<file path="src/rtl/load_store_unit_if.sv">
// Request/response, data-RAM and memory-mapped I/O signals of the load/store unit.
// No storage; pure wiring bundle.
// Backpressure: req_ready_o on the request side, none on the response side.
interface load_store_unit_if #(
  parameter int DMEM_AW = 15
);
  logic               req_valid_i;
  logic               req_ready_o;
  logic               req_we_i;
  logic [2:0]         req_funct3_i;
  logic [31:0]        req_addr_i;
  logic [31:0]        req_wdata_i;
  logic               rsp_valid_o;
  logic [31:0]        rsp_rdata_o;
  logic [1:0]         rsp_err_o;
  logic [DMEM_AW-1:0] dmem_addr_o;
  logic [2:0]         dmem_funct3_o;
  logic [31:0]        dmem_wdata_o;
  logic               dmem_wr_en_o;
  logic [31:0]        dmem_rdata_i;
  logic               io_req_o;
  logic               io_we_o;
  logic [31:0]        io_addr_o;
  logic [31:0]        io_wdata_o;
  logic [3:0]         io_be_o;
  logic               io_ack_i;
  logic [31:0]        io_rdata_i;

  // Load/store unit side.
  modport slave (
    input  req_valid_i, req_we_i, req_funct3_i, req_addr_i, req_wdata_i,
    input  dmem_rdata_i, io_ack_i, io_rdata_i,
    output req_ready_o, rsp_valid_o, rsp_rdata_o, rsp_err_o,
    output dmem_addr_o, dmem_funct3_o, dmem_wdata_o, dmem_wr_en_o,
    output io_req_o, io_we_o, io_addr_o, io_wdata_o, io_be_o
  );

  // Execute stage / memory environment side.
  modport master (
    output req_valid_i, req_we_i, req_funct3_i, req_addr_i, req_wdata_i,
    output dmem_rdata_i, io_ack_i, io_rdata_i,
    input  req_ready_o, rsp_valid_o, rsp_rdata_o, rsp_err_o,
    input  dmem_addr_o, dmem_funct3_o, dmem_wdata_o, dmem_wr_en_o,
    input  io_req_o, io_we_o, io_addr_o, io_wdata_o, io_be_o
  );
endinterface

</file>
<file path="src/rtl/load_store_unit.sv">
// Load/store unit: checks legality, routes to data RAM or I/O bus, one response per request.
// Latency: error/RAM store 1 cycle, RAM load 2 cycles, I/O 1 cycle after ack or timeout.
// Backpressure: req_ready_o low while a load or I/O access is outstanding; responses cannot stall.
module load_store_unit #(
  parameter int         DMEM_AW    = 15,
  parameter logic [3:0] IO_BASE_HI = 4'hF,
  parameter int         IO_TIMEOUT = 16
) (
  input logic              clk_i,
  input logic              rst_i,
  load_store_unit_if.slave bus
);
  localparam logic [1:0] ST_IDLE    = 2'd0;
  localparam logic [1:0] ST_DMEM_RD = 2'd1;
  localparam logic [1:0] ST_IO_WAIT = 2'd2;

  localparam int           CW       = (IO_TIMEOUT > 2) ? $clog2(IO_TIMEOUT) : 1;
  localparam logic [CW-1:0] CNT_LAST = CW'(IO_TIMEOUT - 1);

  logic [1:0]    state;
  logic [CW-1:0] cnt;
  logic          rsp_valid;
  logic [31:0]   rsp_rdata;
  logic [1:0]    rsp_err;
  logic          io_req;
  logic          io_we;
  logic [31:0]   io_addr;
  logic [31:0]   io_wdata;
  logic [3:0]    io_be;
  logic [1:0]    io_off;
  logic [2:0]    io_f3;

  logic [1:0]    size;
  logic [1:0]    off;
  logic [1:0]    chk_err;
  logic          is_io;
  logic          accept;
  logic [3:0]    be_nxt;
  logic [31:0]   wdata_nxt;

  // Sign/zero-extend a right-aligned load value according to funct3.
  function automatic logic [31:0] extend(input logic [31:0] w, input logic [2:0] f3);
    case (f3[1:0])
      2'b00:   extend = {{24{w[7] & ~f3[2]}}, w[7:0]};
      2'b01:   extend = {{16{w[15] & ~f3[2]}}, w[15:0]};
      default: extend = w;
    endcase
  endfunction

  assign size   = bus.req_funct3_i[1:0];
  assign off    = bus.req_addr_i[1:0];
  assign is_io  = (bus.req_addr_i[31:28] == IO_BASE_HI);
  assign accept = bus.req_valid_i & bus.req_ready_o;

  assign bus.req_ready_o   = (state == ST_IDLE) & ~rst_i;
  assign bus.dmem_addr_o   = bus.req_addr_i[DMEM_AW-1:0];
  assign bus.dmem_funct3_o = bus.req_funct3_i;
  assign bus.dmem_wdata_o  = bus.req_wdata_i;
  // RAM stores commit in the accept cycle; an erroring or I/O request never touches the RAM.
  assign bus.dmem_wr_en_o  = accept & bus.req_we_i & (chk_err == 2'b00) & ~is_io;

  assign bus.rsp_valid_o = rsp_valid;
  assign bus.rsp_rdata_o = rsp_rdata;
  assign bus.rsp_err_o   = rsp_err;
  assign bus.io_req_o    = io_req;
  assign bus.io_we_o     = io_we;
  assign bus.io_addr_o   = io_addr;
  assign bus.io_wdata_o  = io_wdata;
  assign bus.io_be_o     = io_be;

  // Legality check: illegal size has priority over misalignment.
  always_comb begin
    chk_err = 2'b00;
    if (size == 2'b11) begin
      chk_err = 2'b11;
    end else if ((size == 2'b01 && off[0]) || (size == 2'b10 && off != 2'b00)) begin
      chk_err = 2'b01;
    end
  end

  // Byte enables and lane-shifted store data for the I/O bus.
  always_comb begin
    case (size)
      2'b00:   be_nxt = 4'b0001 << off;
      2'b01:   be_nxt = 4'b0011 << off;
      default: be_nxt = 4'b1111;
    endcase
    wdata_nxt = bus.req_wdata_i << {off, 3'b000};
  end

  // Request FSM, response register and I/O request/timeout tracking.
  always_ff @(posedge clk_i or posedge rst_i) begin
    if (rst_i) begin
      state     <= ST_IDLE;
      cnt       <= '0;
      rsp_valid <= 1'b0;
      rsp_rdata <= '0;
      rsp_err   <= 2'b00;
      io_req    <= 1'b0;
      io_we     <= 1'b0;
      io_addr   <= '0;
      io_wdata  <= '0;
      io_be     <= '0;
      io_off    <= 2'b00;
      io_f3     <= 3'b000;
    end else begin
      rsp_valid <= 1'b0;
      case (state)
        ST_IDLE: begin
          if (accept) begin
            if (chk_err != 2'b00) begin
              rsp_valid <= 1'b1;
              rsp_rdata <= '0;
              rsp_err   <= chk_err;
            end else if (is_io) begin
              io_req   <= 1'b1;
              io_we    <= bus.req_we_i;
              io_addr  <= {bus.req_addr_i[31:2], 2'b00};
              io_wdata <= wdata_nxt;
              io_be    <= be_nxt;
              io_off   <= off;
              io_f3    <= bus.req_funct3_i;
              cnt      <= '0;
              state    <= ST_IO_WAIT;
            end else if (bus.req_we_i) begin
              rsp_valid <= 1'b1;
              rsp_rdata <= '0;
              rsp_err   <= 2'b00;
            end else begin
              state <= ST_DMEM_RD;
            end
          end
        end
        ST_DMEM_RD: begin
          // RAM data is already extended; just capture it.
          rsp_valid <= 1'b1;
          rsp_rdata <= bus.dmem_rdata_i;
          rsp_err   <= 2'b00;
          state     <= ST_IDLE;
        end
        ST_IO_WAIT: begin
          // An ack in the final timeout cycle still completes normally.
          if (bus.io_ack_i) begin
            io_req    <= 1'b0;
            rsp_valid <= 1'b1;
            rsp_err   <= 2'b00;
            rsp_rdata <= io_we ? 32'h0 : extend(bus.io_rdata_i >> {io_off, 3'b000}, io_f3);
            state     <= ST_IDLE;
          end else if (cnt == CNT_LAST) begin
            io_req    <= 1'b0;
            rsp_valid <= 1'b1;
            rsp_err   <= 2'b10;
            rsp_rdata <= '0;
            state     <= ST_IDLE;
          end else begin
            cnt <= cnt + 1'b1;
          end
        end
        default: state <= ST_IDLE;
      endcase
    end
  end
endmodule

</file>
<file path="src/flat_wrapper.sv">
// flat-port wrapper written by rule: the top's interface ports become plain ports
module load_store_unit_flat 
#(
  parameter int         DMEM_AW    = 15,
  parameter logic [3:0] IO_BASE_HI = 4'hF,
  parameter int         IO_TIMEOUT = 16
)
  (clk_i, rst_i, bus_req_valid_i, bus_req_we_i, bus_req_funct3_i, bus_req_addr_i, bus_req_wdata_i, bus_dmem_rdata_i, bus_io_ack_i, bus_io_rdata_i, bus_req_ready_o, bus_rsp_valid_o, bus_rsp_rdata_o, bus_rsp_err_o, bus_dmem_addr_o, bus_dmem_funct3_o, bus_dmem_wdata_o, bus_dmem_wr_en_o, bus_io_req_o, bus_io_we_o, bus_io_addr_o, bus_io_wdata_o, bus_io_be_o);
  load_store_unit_if #(.DMEM_AW(DMEM_AW)) bus_i ();
  input logic clk_i;
  input logic rst_i;
  input wire logic [$bits(bus_i.req_valid_i)-1:0] bus_req_valid_i;
  input wire logic [$bits(bus_i.req_we_i)-1:0] bus_req_we_i;
  input wire logic [$bits(bus_i.req_funct3_i)-1:0] bus_req_funct3_i;
  input wire logic [$bits(bus_i.req_addr_i)-1:0] bus_req_addr_i;
  input wire logic [$bits(bus_i.req_wdata_i)-1:0] bus_req_wdata_i;
  input wire logic [$bits(bus_i.dmem_rdata_i)-1:0] bus_dmem_rdata_i;
  input wire logic [$bits(bus_i.io_ack_i)-1:0] bus_io_ack_i;
  input wire logic [$bits(bus_i.io_rdata_i)-1:0] bus_io_rdata_i;
  output wire logic [$bits(bus_i.req_ready_o)-1:0] bus_req_ready_o;
  output wire logic [$bits(bus_i.rsp_valid_o)-1:0] bus_rsp_valid_o;
  output wire logic [$bits(bus_i.rsp_rdata_o)-1:0] bus_rsp_rdata_o;
  output wire logic [$bits(bus_i.rsp_err_o)-1:0] bus_rsp_err_o;
  output wire logic [$bits(bus_i.dmem_addr_o)-1:0] bus_dmem_addr_o;
  output wire logic [$bits(bus_i.dmem_funct3_o)-1:0] bus_dmem_funct3_o;
  output wire logic [$bits(bus_i.dmem_wdata_o)-1:0] bus_dmem_wdata_o;
  output wire logic [$bits(bus_i.dmem_wr_en_o)-1:0] bus_dmem_wr_en_o;
  output wire logic [$bits(bus_i.io_req_o)-1:0] bus_io_req_o;
  output wire logic [$bits(bus_i.io_we_o)-1:0] bus_io_we_o;
  output wire logic [$bits(bus_i.io_addr_o)-1:0] bus_io_addr_o;
  output wire logic [$bits(bus_i.io_wdata_o)-1:0] bus_io_wdata_o;
  output wire logic [$bits(bus_i.io_be_o)-1:0] bus_io_be_o;
  assign bus_i.req_valid_i = bus_req_valid_i;
  assign bus_i.req_we_i = bus_req_we_i;
  assign bus_i.req_funct3_i = bus_req_funct3_i;
  assign bus_i.req_addr_i = bus_req_addr_i;
  assign bus_i.req_wdata_i = bus_req_wdata_i;
  assign bus_i.dmem_rdata_i = bus_dmem_rdata_i;
  assign bus_i.io_ack_i = bus_io_ack_i;
  assign bus_i.io_rdata_i = bus_io_rdata_i;
  assign bus_req_ready_o = bus_i.req_ready_o;
  assign bus_rsp_valid_o = bus_i.rsp_valid_o;
  assign bus_rsp_rdata_o = bus_i.rsp_rdata_o;
  assign bus_rsp_err_o = bus_i.rsp_err_o;
  assign bus_dmem_addr_o = bus_i.dmem_addr_o;
  assign bus_dmem_funct3_o = bus_i.dmem_funct3_o;
  assign bus_dmem_wdata_o = bus_i.dmem_wdata_o;
  assign bus_dmem_wr_en_o = bus_i.dmem_wr_en_o;
  assign bus_io_req_o = bus_i.io_req_o;
  assign bus_io_we_o = bus_i.io_we_o;
  assign bus_io_addr_o = bus_i.io_addr_o;
  assign bus_io_wdata_o = bus_i.io_wdata_o;
  assign bus_io_be_o = bus_i.io_be_o;
  load_store_unit #(.DMEM_AW(DMEM_AW), .IO_BASE_HI(IO_BASE_HI), .IO_TIMEOUT(IO_TIMEOUT)) u_core (.clk_i(clk_i), .rst_i(rst_i), .bus(bus_i));
endmodule
</file>
<file path="config.mk">
export PLATFORM = sky130hd
export DESIGN_NAME = load_store_unit_flat
export DESIGN_NICKNAME = d
export VERILOG_FILES = /design/src/rtl/load_store_unit_if.sv /design/src/rtl/load_store_unit.sv /design/src/flat_wrapper.sv
export SDC_FILE = /design/constraint.sdc
export NUM_CORES = 1
export LEC_CHECK = 0
export CAP_MARGIN = 30
export CORE_MARGIN = 2
export CORE_UTILIZATION = 42
export CTS_BUF_LIST = sky130_fd_sc_hd__clkbuf_16
export CTS_CLUSTER_SIZE = 24
export DETAILED_ROUTE_END_ITERATION = 10
export PLACE_DENSITY_LB_ADDON = 0.1
export SYNTH_ARGS = -nofsm -noshare
export SYNTH_HDL_FRONTEND = slang
export SYNTH_SLANG_ARGS = --single-unit
</file>
<file path="constraint.sdc">
create_clock -name clk_i -period 5.65 [get_ports clk_i]
set_input_delay 1.4125 -clock clk_i [delete_from_list [all_inputs] [get_ports clk_i]]
set_output_delay 1.4125 -clock clk_i [all_outputs]
set_load 0.005 [all_outputs]
</file>
==> flow_summary.ini <==
[timing]
rsz0062_at_grt = false
finalSetupViolCount = 0
max_freq_mhz = 206.5
worstMarginPinSlew_ps = 1009
drv_slew = 0
period_share = 0.8571
finalSetupTns_ps = 0
hold_violations = 0
period_needed_ps = 4843
maxSlewHeadroom = 0.3245
skew_ps = 11.32

[logic_synthesis]
synthTopCellsByArea = dfrtp_1, mux2_2, buf_4
synth_flop_cell = dfrtp_1
async_flop_share = 1.000
synthTopCellsByCount = dfrtp_1, nand2_1, buf_4, mux2_2, o21ai_0
synth_fa_ha_area_frac = 0.01008
synth_warnings = 0
synth_area_um2 = 6208
syn-instance-count = 583
synth-xor-area-share = 0
syn_area_per_cell_um2 = 10.65
synth_mux_area_frac = 0.1469
synth_simple_gate_area_share = 0.1010
synth_top_area_share = 0.4595
synth-seq-area-share = 0.4595
ys_ff_latch = 114
synth_top_cell_by_area = dfrtp_1
synth_edf_count = 0
synth_compound_area_frac = 0.1802
synth_top_family_by_area = compound AO/OA/AOI/OAI gates
yosysUniqueCellTypes = 51
yosysMostFrequentCell = dfrtp_1

[cts]
clock_path_buffers = 2
htreeDepth = 4
numCtsBuffers = 17
hold_buffers = 0
clockRootBuffer = clkbuf_16
cts_tree = done
path_clk_slew_ps = 50
clkLatencyLatePin_ps = 420
clock-sinks = 114
cts.repair.resized = 0
cts_setup_buffers = 0

[global_route]
grtUsageMet3 = 0.07403
grtUsageMet1 = 0.2946
grt_pass1_vias = 5370
antenna_found_initial = 0
overflow = 0
grt_max_degree = 69
grt_pass1_wl_um = 29360
grt.total_usage = 0.2352
met2_usage = 0.3901
grt.busiest_layer = met2

[setup_path]
r2r_slack_ps = 3080
critPathTopFamily = buffers and inverters
crit_chain = clkdlybuf4s50_1 > a21oi_1 > o21ai_0 > nor3_1 > clkdlybuf4s50_1
cp_num_buf_inv = 2
worstSetupEndpointType = primary output
arrival_ps = 3430
reg2reg_to = u_core.bus.rsp_rdata_o[7]$_DFFE_PP0P_
required_ps = 4240
critPathKind = input port to primary output
max_stage_delay_ps = 590
r2r_start = u_core.state[1]$_DFFE_PP0P_
crit_slowest_cell = clkdlybuf4s50_1
cp-start-kind = input port
crit_top_cell = clkdlybuf4s50_1
worstRegToRegCells = 6
crit_fanout = 7

[final_layout]
multiInputGateArea_um2 = 2736
antenna_cells = 0
fill_cells = 1127
nets = 954
drive_gt1_frac = 0.1250
fin_util = 0.6564
area_growth_pct = 53.08
regArea_um2 = 2853
fin_cells = 1008

[placed_design]
numPortBuffers = 290
place_hpwl_um = 13860
place.gp.congestion = 0.8236
placed_cells = 978

[power]
sw_frac_of_total = 0.2763
pwr-share-comb = 0.312
p_per_area_nw_per_um2 = 328.1
ir_drop_mv = 0.2506
seq_power_share = 0.337
p_int_mw = 2.257
power_frac_clock = 0.351
p_leak_nw = 4.015
p_sw_mw = 0.8616

[run_status]
outcome = finished clean

[floorplanning]
num_rows = 44
pin_count = 293
die_h_um = 125.6
initial_core_util = 0.4288
die_w_um = 125.6
core_um2 = 14480
die_area_um2 = 15770

[hold_path]
min_to = u_core.bus.io_addr_o[30]$_DFFE_PP0P_
hold_depth = 1
hp-class = flop to flop
hold_start = u_core.bus.io_addr_o[30]$_DFFE_PP0P_

[flow_run]
maxCapViolations = 0

[route]
remaining_drc_errors = 0
wl_per_cell_um = 18.34
antenna_left = 0
totalWireLength_um = 18490
via_per_inst = 5.397
first_pass_iters = 4
vias = 5440
initialDrtViolationCount = 371
-- logic make-up (layout without fill, tap and decap cells) --
family	after synthesis	in the layout
mux	83	83
simple gates	124	124
fa+ha+maj	5	5
other cells	1	2
compound gates	155	155
flops	114	114
buf+inv	101	341
-- power by group through the flow --
stage / Clock [mW] / Combinational (mW) / Sequential (mW)
CTS: 1.12 / 0.983 / 1.05
finish: 1.09 / 0.974 / 1.05
global route: 1.15 / 1.05 / 1.07
floorplan: 0 / 0.460 / 1.06
detailed placement: 0 / 0.977 / 1.06
global placement: 0 / 0.914 / 1.07
-- how the worst max path moves through the flow --
stage                   startpoint                                    to  cells after the start
6_report       bus_req_funct3_i[0]                      bus_dmem_wr_en_o                      5
5_1_grt        bus_req_funct3_i[1]                      bus_dmem_wr_en_o                      5
4_1_cts        bus_req_funct3_i[0]                      bus_dmem_wr_en_o                      5
2_1_floorplan                rst_i  u_core.bus.io_addr_o[10]$_DFFE_PP0P_                      1
3_5_place_dp   bus_req_funct3_i[0]                      bus_dmem_wr_en_o                      5
3_3_place_gp   bus_req_funct3_i[0]                      bus_dmem_wr_en_o                      5
-- placed cells by master (no fill, tap or decap), types with 5 or more instances in the layout --
cell type,synthesis,routed
a21oi_1,22,22
nand2_1,58,58
o21ai_0,37,37
a211o_1,7,7
dfrtp_1,114,114
a221oi_1,24,24
clkbuf_16,0,17
clkdlybuf4s50_1,0,289
o31ai_1,8,8
a211oi_1,8,8
mux2_2,53,53
nor2_1,15,15
ha_1,5,5
a32oi_1,7,7
inv_1,10,11
buf_4,53,6
nor2b_1,25,25
o2bb2ai_1,24,24
mux2i_1,27,27
-- layout make-up --
class                           count  area share
Sequential cell                   114      0.3002
Timing Repair Buffer              301      0.3207
Inverter                           10    0.004213
Clock buffer                       17     0.04476
Clock inverter                     13     0.01804
Multi-Input combinational cell    369      0.2879
Tap cell                          184     0.02422
-- sequential cells by signal, indices dropped and copies added, names as in the netlist --
| name | flops |
|---|---|
| u_core.bus.io_wdata_o | 32 |
| u_core.bus.rsp_rdata_o | 32 |
| u_core.bus.io_addr_o | 30 |
| u_core.bus.io_be_o | 4 |
| u_core.cnt | 4 |
| u_core.io_f3 | 3 |
| u_core.bus.rsp_err_o | 2 |
| u_core.io_off | 2 |
| u_core.state | 2 |
| u_core.bus.io_req_o | 1 |
| u_core.bus.io_we_o | 1 |
| u_core.bus.rsp_valid_o | 1 |
-- stage by stage --
stage	cell area (um2)	hold slack, ps	worst slack, ps	power, mW
final	9504	461.0	807.2	3.118
after global routing	9504	479.3	621.3	3.276
after CTS	9504	467.3	783.1	3.148
after detailed placement	8907	454.1	810.2	2.038
after global placement	8822	447.9	821.6	1.986
after floorplan	6212	459.0	1222	1.519
-- per-layer routing --
layer / part of all wire / up-vias
met5: 0 / -
met4: 0.014 / 0
met3: 0.073 / 19
met2: 0.50 / 211
met1: 0.42 / 2661
li1: - / 2549
Power figures use the tool's default switching activity.
